### src/rtl/fpmul_issue_ctrl.sv
// Two-requester issue controller for a fixed-latency FP multiplier.
// Round-robin arbitration, credit-limited issue and an in-order result FIFO.
module fpmul_issue_ctrl #(
  parameter int LAT    = 4,
  parameter int ODEPTH = 4
) (
  input  logic        CLK,
  input  logic        RST_n,
  input  logic        REQ0_VALID,
  input  logic [31:0] REQ0_A,
  input  logic [31:0] REQ0_B,
  output logic        REQ0_READY,
  input  logic        REQ1_VALID,
  input  logic [31:0] REQ1_A,
  input  logic [31:0] REQ1_B,
  output logic        REQ1_READY,
  output logic [31:0] MUL_A,
  output logic [31:0] MUL_B,
  input  logic [31:0] MUL_Z,
  output logic        RES_VALID,
  output logic [31:0] RES_DATA,
  output logic        RES_ID,
  input  logic        RES_READY,
  output logic        BUSY
);
  localparam int AW = $clog2(ODEPTH);
  localparam int CW = AW + 1;

  logic [LAT-1:0] vld_pipe;
  logic [LAT-1:0] id_pipe;
  logic [CW-1:0]  occ;
  logic [CW-1:0]  count;
  logic [AW-1:0]  wptr, rptr;
  logic           ptr;
  logic [31:0]    data_mem [ODEPTH];
  logic           id_mem   [ODEPTH];

  logic grant0, grant1, allowed, accept, wr, pop;

  // RST_n gates READY so nothing is offered while reset is held,
  // including the very first edges before state is known.
  always_comb begin
    grant0     = REQ0_VALID && (!REQ1_VALID || !ptr);
    grant1     = REQ1_VALID && (!REQ0_VALID ||  ptr);
    allowed    = RST_n && (occ < CW'(ODEPTH));
    REQ0_READY = grant0 && allowed;
    REQ1_READY = grant1 && allowed;
    accept     = REQ0_READY || REQ1_READY;
    wr         = vld_pipe[LAT-1];
    RES_VALID  = (count != '0);
    pop        = RES_VALID && RES_READY;
    RES_DATA   = data_mem[rptr];
    RES_ID     = id_mem[rptr];
    BUSY       = (|vld_pipe) || (count != '0);
  end

  always_ff @(posedge CLK) begin
    if (!RST_n) begin
      vld_pipe <= '0;
      id_pipe  <= '0;
      occ      <= '0;
      count    <= '0;
      wptr     <= '0;
      rptr     <= '0;
      ptr      <= 1'b0;
      MUL_A    <= '0;
      MUL_B    <= '0;
    end else begin
      vld_pipe[0] <= accept;
      id_pipe[0]  <= REQ1_READY;
      for (int i = 1; i < LAT; i++) begin
        vld_pipe[i] <= vld_pipe[i-1];
        id_pipe[i]  <= id_pipe[i-1];
      end
      if (accept) begin
        MUL_A <= REQ1_READY ? REQ1_A : REQ0_A;
        MUL_B <= REQ1_READY ? REQ1_B : REQ0_B;
        ptr   <= !REQ1_READY;
      end
      // Credit is released only after the pop edge, never same-cycle.
      occ   <= occ + CW'(accept) - CW'(pop);
      count <= count + CW'(wr) - CW'(pop);
      if (wr)  wptr <= wptr + 1'b1;
      if (pop) rptr <= rptr + 1'b1;
    end
  end

  always_ff @(posedge CLK) begin
    if (RST_n && wr) begin
      data_mem[wptr] <= MUL_Z;
      id_mem[wptr]   <= id_pipe[LAT-1];
    end
  end
endmodule
### config.mk
export PLATFORM = sky130hd
export DESIGN_NAME = fpmul_issue_ctrl
export DESIGN_NICKNAME = d
export VERILOG_FILES = /design/src/rtl/fpmul_issue_ctrl.sv
export SDC_FILE = /design/constraint.sdc
export NUM_CORES = 1
export LEC_CHECK = 0
export BUFFER_PORTS_ARGS = -buffer_cell sky130_fd_sc_hd__buf_2
export CORE_UTILIZATION = 56
export DETAILED_ROUTE_END_ITERATION = 12
export PLACE_DENSITY_LB_ADDON = 0.08
export REMOVE_ABC_BUFFERS = 1
export SYNTH_ARGS = -nofsm -noshare
export SYNTH_HDL_FRONTEND = slang
export SYNTH_SLANG_ARGS = --single-unit
### constraint.sdc
create_clock -name CLK -period 7.18 [get_ports CLK]
set_input_delay 0.359 -clock CLK [delete_from_list [all_inputs] [get_ports CLK]]
set_output_delay 0.359 -clock CLK [all_outputs]
set_load 0.005 [all_outputs]
# Word-level counts from Yosys, hierarchy flattened
# Memory sizes are Yosys's and may differ from the RTL's. A register that Yosys moved wholly into a read port is not among the register bits.
# Cells that the tools add are included.
[word_totals]
output_inout_bits = 101
reg_bits = 83
latch_bits = 0
rom_bits = 0
mem_count = 2
mem_bits_rw = 132
[classes]
eq_ne = 0
div_mod_pow = 0
n_mul = 0
addsub = 6
n_mux = 8
n_reduce_logical = 17
shifts = 0
magnitude_cmp = 1
n_bitwise = 0
[mem_list]
columns = ["memory", "depth", "word_bits", "rd", "rd_ports_with_merged_regs", "write_ports", "line", "rtl"]
rows = [
  ["data_mem", 4, 32, 1, 1, 1, "35", "logic [31:0] data_mem [ODEPTH];"],
  ["id_mem", 4, 1, 1, 1, 1, "36", "logic id_mem [ODEPTH];"],
]
[op_table]
columns = ["op", "count"]
rows = [
  ["32-bit two-way mux", 2],
  ["2-bit two-way mux", 4],
  ["1-bit logical AND", 7],
  ["3-bit by 1-bit adder with 3-bit output", 2],
  ["3-bit by 1-bit subtractor with 3-bit output", 2],
  ["2-bit by 1-bit adder with 2-bit output (second input constant)", 2],
  ["1-bit zero test", 4],
  ["1-bit logical OR", 4],
  ["4-bit OR reduction", 1],
  ["3-bit less-than comparator (second input constant)", 1],
  ["3-bit nonzero test", 1],
  ["1-bit two-way mux", 2],
]

# Longest topological paths before layout
# Gate-level depths: netlist (run 1).
[depth]
word_depth = 7
mapped_depth = 12

# Worst setup path after synthesis (run 1)
# No wires, ideal clock.
[synth_path]
path_kind = "input to register"
startpoint = "input port RST_n"
endpoint = "register occ[2]"
path_stages = 12
arrival_ps = 2274
path_slack_ps = 4791
t_required_ps = 7065
path_cell_list = "buf_4 > and2b_4 > and2_4 > buf_2 > inv_1 > ha_1 > inv_1 > ha_1 > fa_1 > xor2_1 > xnor2_1 > and2_1"
[synth_between]
elab_chain_cells = 5
elab_cells_between_ends = 6
classes_between = "add/sub: 2; reduce/logical: 4"
[synth_lines]
columns = ["item", "line", "rtl"]
rows = [
  ["start, declared", "8", "input logic RST_n,"],
  ["1-bit logical AND", "45", "allowed = RST_n && (occ < CW'(ODEPTH));"],
  ["1-bit logical AND (on tied branches)", "46, 47", ""],
  ["1-bit logical OR", "48", "accept = REQ0_READY || REQ1_READY;"],
  ["3-bit by 1-bit adder with 3-bit output", "81", "occ <= occ + CW'(accept) - CW'(pop);"],
  ["3-bit by 1-bit subtractor with 3-bit output", "81", ""],
  ["end signal, assigned", "81", ""],
  ["end, declared", "31", "logic [CW-1:0] occ;"],
]
# Several ways; a longest one is shown, not always the timed one.
# A chain may end at the register's enable or synchronous reset.

# Final worst setup path (run 1)
[layout_path]
startpoint = "register occ[2]"
endpoint = "register occ[2]"
[layout_between]
elab_chain_cells = 6
elab_cells_between_ends = 7
classes_between = "add/sub: 2; order compare: 1; reduce/logical: 4"
[layout_lines]
columns = ["item", "line"]
rows = [
  ["3-bit less-than comparator", "45"],
  ["1-bit logical AND", "45"],
  ["1-bit logical AND (on tied branches)", "46, 47"],
  ["1-bit logical OR", "48"],
  ["3-bit by 1-bit adder with 3-bit output *", "81"],
  ["3-bit by 1-bit subtractor with 3-bit output *", "81"],
]
# Mark *: on every way between the ends. The rest lies on a longest branch, timed or not.

==> metrics.txt, run 1 <==
RSZ-0062 raised after global routing=no; CP Max Fanout=130; post-DR wirelength/cell=19.8 µm; Hold Buf Count CTS=0; share of cells above drive strength 1=39.4%; Final HPWL DP=13500 µm; die area=about 17000 µm²; register area share after synthesis=63.2%; WS Path Type=register to register; maxcap violations=0; vias=roughly 6600; slowest CP cell=buf_4; synthesized area per cell=~14 µm²; total core area=about 15000 µm²; DRC viols=0; fin crit period=3.90 ns; critical path data arrival time=4.30 ns; vias in the first global route=about 6600; GRT Resource Usage Total=26.1%; Cells after Synth=648; CTS buffer count=22; initial core utilization=58.1%; Overflow after GRT=0; Worst setup SP type=register; CP Capture Type=register; slew margin rel.=a little over a tenth; Synth Register Bits=217; antenna-violating nets left=0; maximum number of pins on one net before global-route repair=131; Slew Limit Fails=0; Avg Vias per Cell=5.97; Ports=266; Hold Crit Class=input pin to register; Port Buffers=~270; WL final=21900 µm; final hold violations=0; Final Cycle Share=54.4%; fmax=256 MHz; most frequent cells in the layout=265 x buf_2, 132 x edfxtp_1, 84 x dfxtp_1; H-Tree Level Count=1; Final setup viols=0; global-route wire length before repair=33600 µm; P_leak=about 4.1 nW; Layout Nets=1045; CTS Sinks=217; Root Driver=clkbuf_16; cell area after synthesis=roughly 9000 µm²; number of iterations in the first detailed-routing pass=5; GPL Wtd Cong=~0.86; post_cts resized=0; commonest non-fill, non-tap cell in the layout=buf_2; Worst EP required=7.58 ns; DR iter-0 viols=approximately 500; initial antenna violation count=8; clock tree from TritonCTS=yes; CTS clk-pin slew, worst paths=0.07 ns; Die Y=128 µm; CTS Buffer Depth=3; actual slew at the worst max-slew pin=~1.3 ns; Clock Latency Late Sink=roughly 0.51 ns; width of the chip=128 µm; Netlist cell types=37; YS warnings=0; PwrDens=308 nW/µm²; crit path cell chain=and2b_4 -> buf_4 -> and2_4 -> inv_1 -> ha_1 -> inv_1 -> ha_1 -> fa_1 -> xor2_1 -> xnor2_1 -> and2_1; worst vdd rail ir drop=approximately 0.24 mV; Max Clock Skew=slightly above 0.02 ns; Layout area overhead=21.6%; post-CTS setup buffer count=0; run status=complete, no violations; slowest cell delay on critical path=0.91 ns; total power=3.36 mW; site row count=between 40 and 50; Post-Route Setup TNS=0 ns
[stage by stage]
stage | cell area (µm²) | cells | util [%] | setup WS [ns] | hold slack (ns)
after CTS | 10900 | 1097 | 70.5 | 3.29 | 0.0435
after global placement | 10100 | 1057 | 65.8 | 3.15 | 0.415
final | 10900 | 1103 | 70.6 | 3.28 | 0.0584
after detailed placement | 10100 | 1057 | 65.8 | 3.07 | 0.428
after floorplan | 8500 | 575 | - | 3.66 | 0.412
after global routing | 10900 | 1101 | 70.6 | 3.05 | 0.0455
[cells in the mapped netlist, drive strengths merged]
cell	number	area share, %
and2	13	0.94
or2	1	0.070
o21ai	64	3.6
edfxtp	132	44
fa	2	0.45
nand3b	1	0.084
buf	52	4.2
ha	8	1.1
dfxtp	85	19
o311ai	1	0.098
inv	12	0.50
nand4	64	4.5
xor2	3	0.29
mux4	33	8.3
o31ai	1	0.084
xnor2	4	0.39
and3	5	0.35
a311oi	64	6.3
nor2b	1	0.070
and2b	2	0.20
or3	1	0.070
a21oi	64	3.6
nor4	1	0.070
nor2	8	0.34
o22ai	1	0.070
nand2	1	0.042
mux2i	1	0.11
clkbuf	21	0.92
nand2b	2	0.14
[kinds of logic after synthesis]
kind of cell               Yosys count  synth area share [%]
muxes                               34                  8.41
buffers and inverters               85                  5.63
xor gates and xnor gates             7                 0.684
DFF                                217                  63.2
and+or+nand+nor                    100                  6.83
AOI/OAI and AO/OA                  195                  13.7
adders and majority gates           10                  1.56
[layer usage]
layer,vias to the layer above,global-route usage [%],part of all wire [%]
met3,45,6.99,8.1
met1,3192,32.3,39
met5,-,0,0.12
met2,297,43.5,49
li1,3052,-,-
met4,4,10.7,3.1
[worst max-delay path, delay by kind of cell (launching register included)]
| kind | cells | cell delay (ns) |
|---|---|---|
| simple gates | 3 | 1.23 |
| fa+ha+maj | 3 | 0.85 |
| xor+xnor | 2 | 0.31 |
| flops | 1 | 0.35 |
| buf+inv | 3 | 1.06 |
[final cells by class]
type	instances	area, µm²
fill	1153	4530
sequential	217	5670
clock inverter	14	159
timing repair buffer	271	1370
clock buffer	26	576
antenna	6	15.0
tap	211	264
multi-input combinational	346	2800
inverter	12	45.0
[flip-flops by register name, summed over array words and instances, names as in the netlist, 3 cells and up, named ones only]
signal / cells
MUL_A: 32
MUL_B: 32
count: 3
data_mem: 128
id_mem: 4
id_pipe: 4
occ: 3
vld_pipe: 4
[path summary, 6_finish.rpt]
path | slack (ns) | to | startpoint | depth (start not counted)
worst max register to register | 3.28 | occ[2] | occ[2] | 11
worst min-delay path | 0.06 | data_mem[0][29] | MUL_Z[29] | 1
worst min register to register | 0.44 | id_pipe[3] | id_pipe[2] | 1
worst max-delay path | 3.28 | occ[2] | occ[2] | 11
[where the power goes]
| group | internal, mW | switching, mW | leakage [nW] |
|---|---|---|---|
| combinational | 0.357 | 0.399 | 1.82 |
| clock | 0.684 | 0.457 | 0.356 |
| sequential | 1.41 | 0.0517 | 1.90 |
Note: power is estimated with default switching activity, not from simulation.
==> inputs of run 2 (changes only) <==
--- a/config.mk
+++ b/config.mk
@@ -6,7 +6,7 @@
 export NUM_CORES = 1
 export LEC_CHECK = 0
 export BUFFER_PORTS_ARGS = -buffer_cell sky130_fd_sc_hd__buf_2
-export CORE_UTILIZATION = 56
+export CORE_UTILIZATION = 47
 export DETAILED_ROUTE_END_ITERATION = 12
 export PLACE_DENSITY_LB_ADDON = 0.08
 export REMOVE_ABC_BUFFERS = 1
==> constraint.sdc (replaced) <==
create_clock -name CLK -period 3.29 [get_ports CLK]
set_input_delay 0.1645 -clock CLK [delete_from_list [all_inputs] [get_ports CLK]]
set_output_delay 0.1645 -clock CLK [all_outputs]
set_load 0.005 [all_outputs]
==> metrics.txt, run 2 (synthesized netlist as in run 1, its figures left out) <==
run status=complete, no violations; initial antenna violation count=4 (-4); Final setup viols=0 (unchanged); most flop-heavy register=data_mem; worst setup path end=MUL_A[22]; reg-to-reg critical path startpoint=occ[2]; WHS=0.0551 ns (-0.00330 ns); DR iter-0 viols=456 (-8.6%); Layout area overhead=41.1%; fin cells=1290 (+17%); die area=19600 µm² (+19%); Avg Vias per Cell=5.80 (-3.0%); Final HPWL DP=14500 µm (+7.7%); setup slack after layout=0.201 ns (-3.08 ns); CTS Buffer Depth=3 (unchanged); maxcap violations=0 (unchanged); Root Driver=clkbuf_16; r2r endpoint=MUL_A[22]; Final Cycle Share=93.9% (+40 points); number of iterations in the first detailed-routing pass=5 (unchanged); GRT Resource Usage Total=25.7% (-0.37 points); fin crit period=3.09 ns (-0.814 ns); clock tree from TritonCTS=yes; Overflow after GRT=0 (unchanged); total core area=18700 µm² (+21%); vias=7476 (+13%); Worst EP required=3.74 ns (-3.84 ns); crit-path most repeated cell=buf_4; R2R depth=6 (-5); H-Tree Level Count=1 (unchanged); dpl cells=1083 (+2.5%); WL final=25400 µm (+16%); global-route wire length before repair=40100 µm (+20%); slowest cell delay on critical path=0.60 ns (-0.31 ns); slew margin rel.=23.1% (+12 points); post-CTS setup buffer count=0 (unchanged); actual slew at the worst max-slew pin=1.15 ns (-0.185 ns); vias in the first global route=7827 (+19%); P_leak=4.92 nW (+21%); Final Util=67.6% (-3.1 points); Ports=266 (unchanged); antenna-violating nets left=0 (unchanged); Port Buffers=265 (unchanged); DRC viols=0 (unchanged); Layout Nets=1210 (+16%); Clock Latency Late Sink=0.51 ns (about the same); RSZ-0062 raised after global routing=no; CP bufs+invs=3 (unchanged); maximum number of pins on one net before global-route repair=82 (-37%); CTS clk-pin slew, worst paths=0.06 ns (about the same); initial core utilization=47.9% (-10 points); share of cells above drive strength 1=34.0% (-5.4 points); CP Max Fanout=81 (-38%); WS Path Type=register to register; Slew Limit Fails=0 (unchanged); flop-to-flop setup slack=0.20 ns (-3.08 ns); Hold Crit Class=input pin to register; Crit. path cell count=6 (-5); slowest CP cell=buf_4; fill count=1342 (+16%); CP Capture Type=register; final hold violations=0 (unchanged); commonest non-fill, non-tap cell in the layout=buf_2; Largest regs=data_mem x128, MUL_A x32, MUL_B x32; CTS Sinks=217 (unchanged); width of the chip=140 µm (+9.0%); CTS buffer count=24 (+9.1%); Worst setup SP type=register; most frequent cells in the layout=265 x buf_2, 160 x dlygate4sd3_1, 132 x edfxtp_1, 83 x dfxtp_1; post_cts resized=0 (unchanged); fmax=324 MHz (+26%); worst vdd rail ir drop=0.362 mV (+54%); PwrDens=629 nW/µm² (+100%); Die Y=140 µm (+9.0%); Max Clock Skew=0.0122 ns (-0.00799 ns); crit path from=occ[2]; Largest register FFs=128 (unchanged); critical path's top delay family=buffers and inverters; crit path cell chain=and2b_4 -> buf_4 -> buf_4 -> nand4_1 -> a311oi_1 -> dlygate4sd3_1; critical path data arrival time=3.54 ns (-0.76 ns); post-place setup slack=0.861 ns (-2.21 ns); post-DR wirelength/cell=19.7 µm (-0.55%); GPL Wtd Cong=0.918 (+7.3%); site row count=50 (+11%)
==> run 2: changes by cell type in the layout (fill, tap and decap cells not counted), sizes merged <==
| cell | change |
|---|---|
| dlygate4sd3 | +160 |
| clkbuf | +8 |
| clkinv | -4 |
| buf | +3 |
| diode | -3 |
| bufinv | +1 |
| inv | -1 |
==> run 2: per-layer routing <==
metal,up-vias,share of wire [%],global-route usage (%)
met4,2,3.2,11.0
met2,400,50,44.8
met5,-,0.051,0
li1,3373,-,-
met3,67,7.5,5.71
met1,3634,39,30.6
==> run 2: layout make-up <==
cell class	count	area, µm²	share of cell area (%)
clock buffer	34	662	5.24
sequential	217	5670	44.8
antenna	3	7.51	0.0594
tap	234	293	2.32
multi-input combinational	346	2800	22.1
inverter	12	45.0	0.356
timing repair buffer	434	3000	23.7
clock inverter	10	170	1.35
==> run 2: worst min path at each step <==
stage | from | endpoint | slack [ns] | cells past startpoint
6_report | RES_READY | rptr[0] | 0.06 | 4
5_1_grt | RST_n | id_pipe[2] | 0.08 | 2
4_1_cts | RES_READY | rptr[0] | 0.04 | 4
3_5_place_dp | MUL_Z[15] | data_mem[1][15] | 0.38 | 1
3_3_place_gp | MUL_Z[0] | data_mem[0][0] | 0.37 | 1
2_1_floorplan | MUL_Z[0] | data_mem[0][0] | 0.26 | 0
==> run 2: per-stage QoR <==
stage / instance area, µm² / power, mW / TNS [ns]
after floorplan: 8500 / 4.22 / -0.0445
after global placement: 10200 / 4.87 / 0
after detailed placement: 10200 / 4.92 / 0
after CTS: 12600 / 7.97 / 0
after global routing: 12600 / 8.31 / 0
final: 12600 / 7.95 / 0
==> run 2: power breakdown <==
group          switching (mW)  internal, mW
sequential              0.165          3.07
combinational           0.920          1.01
clock                    1.06          1.72
==> run 2: worst register-to-register path: cells and delay by family, from the launching register on <==
| kind | cells | cell delay, ns |
|---|---|---|
| compound gates | 1 | 0.38 |
| simple gates | 2 | 0.47 |
| buf+inv | 3 | 1.83 |
| flops | 1 | 0.35 |
==> run 2: repair_timing <==
action | in CTS | in global routing
endpoints found under the hold margin | 192 | 0
hold buffers | 160 | 0
setup endpoints to repair | 0 | 0
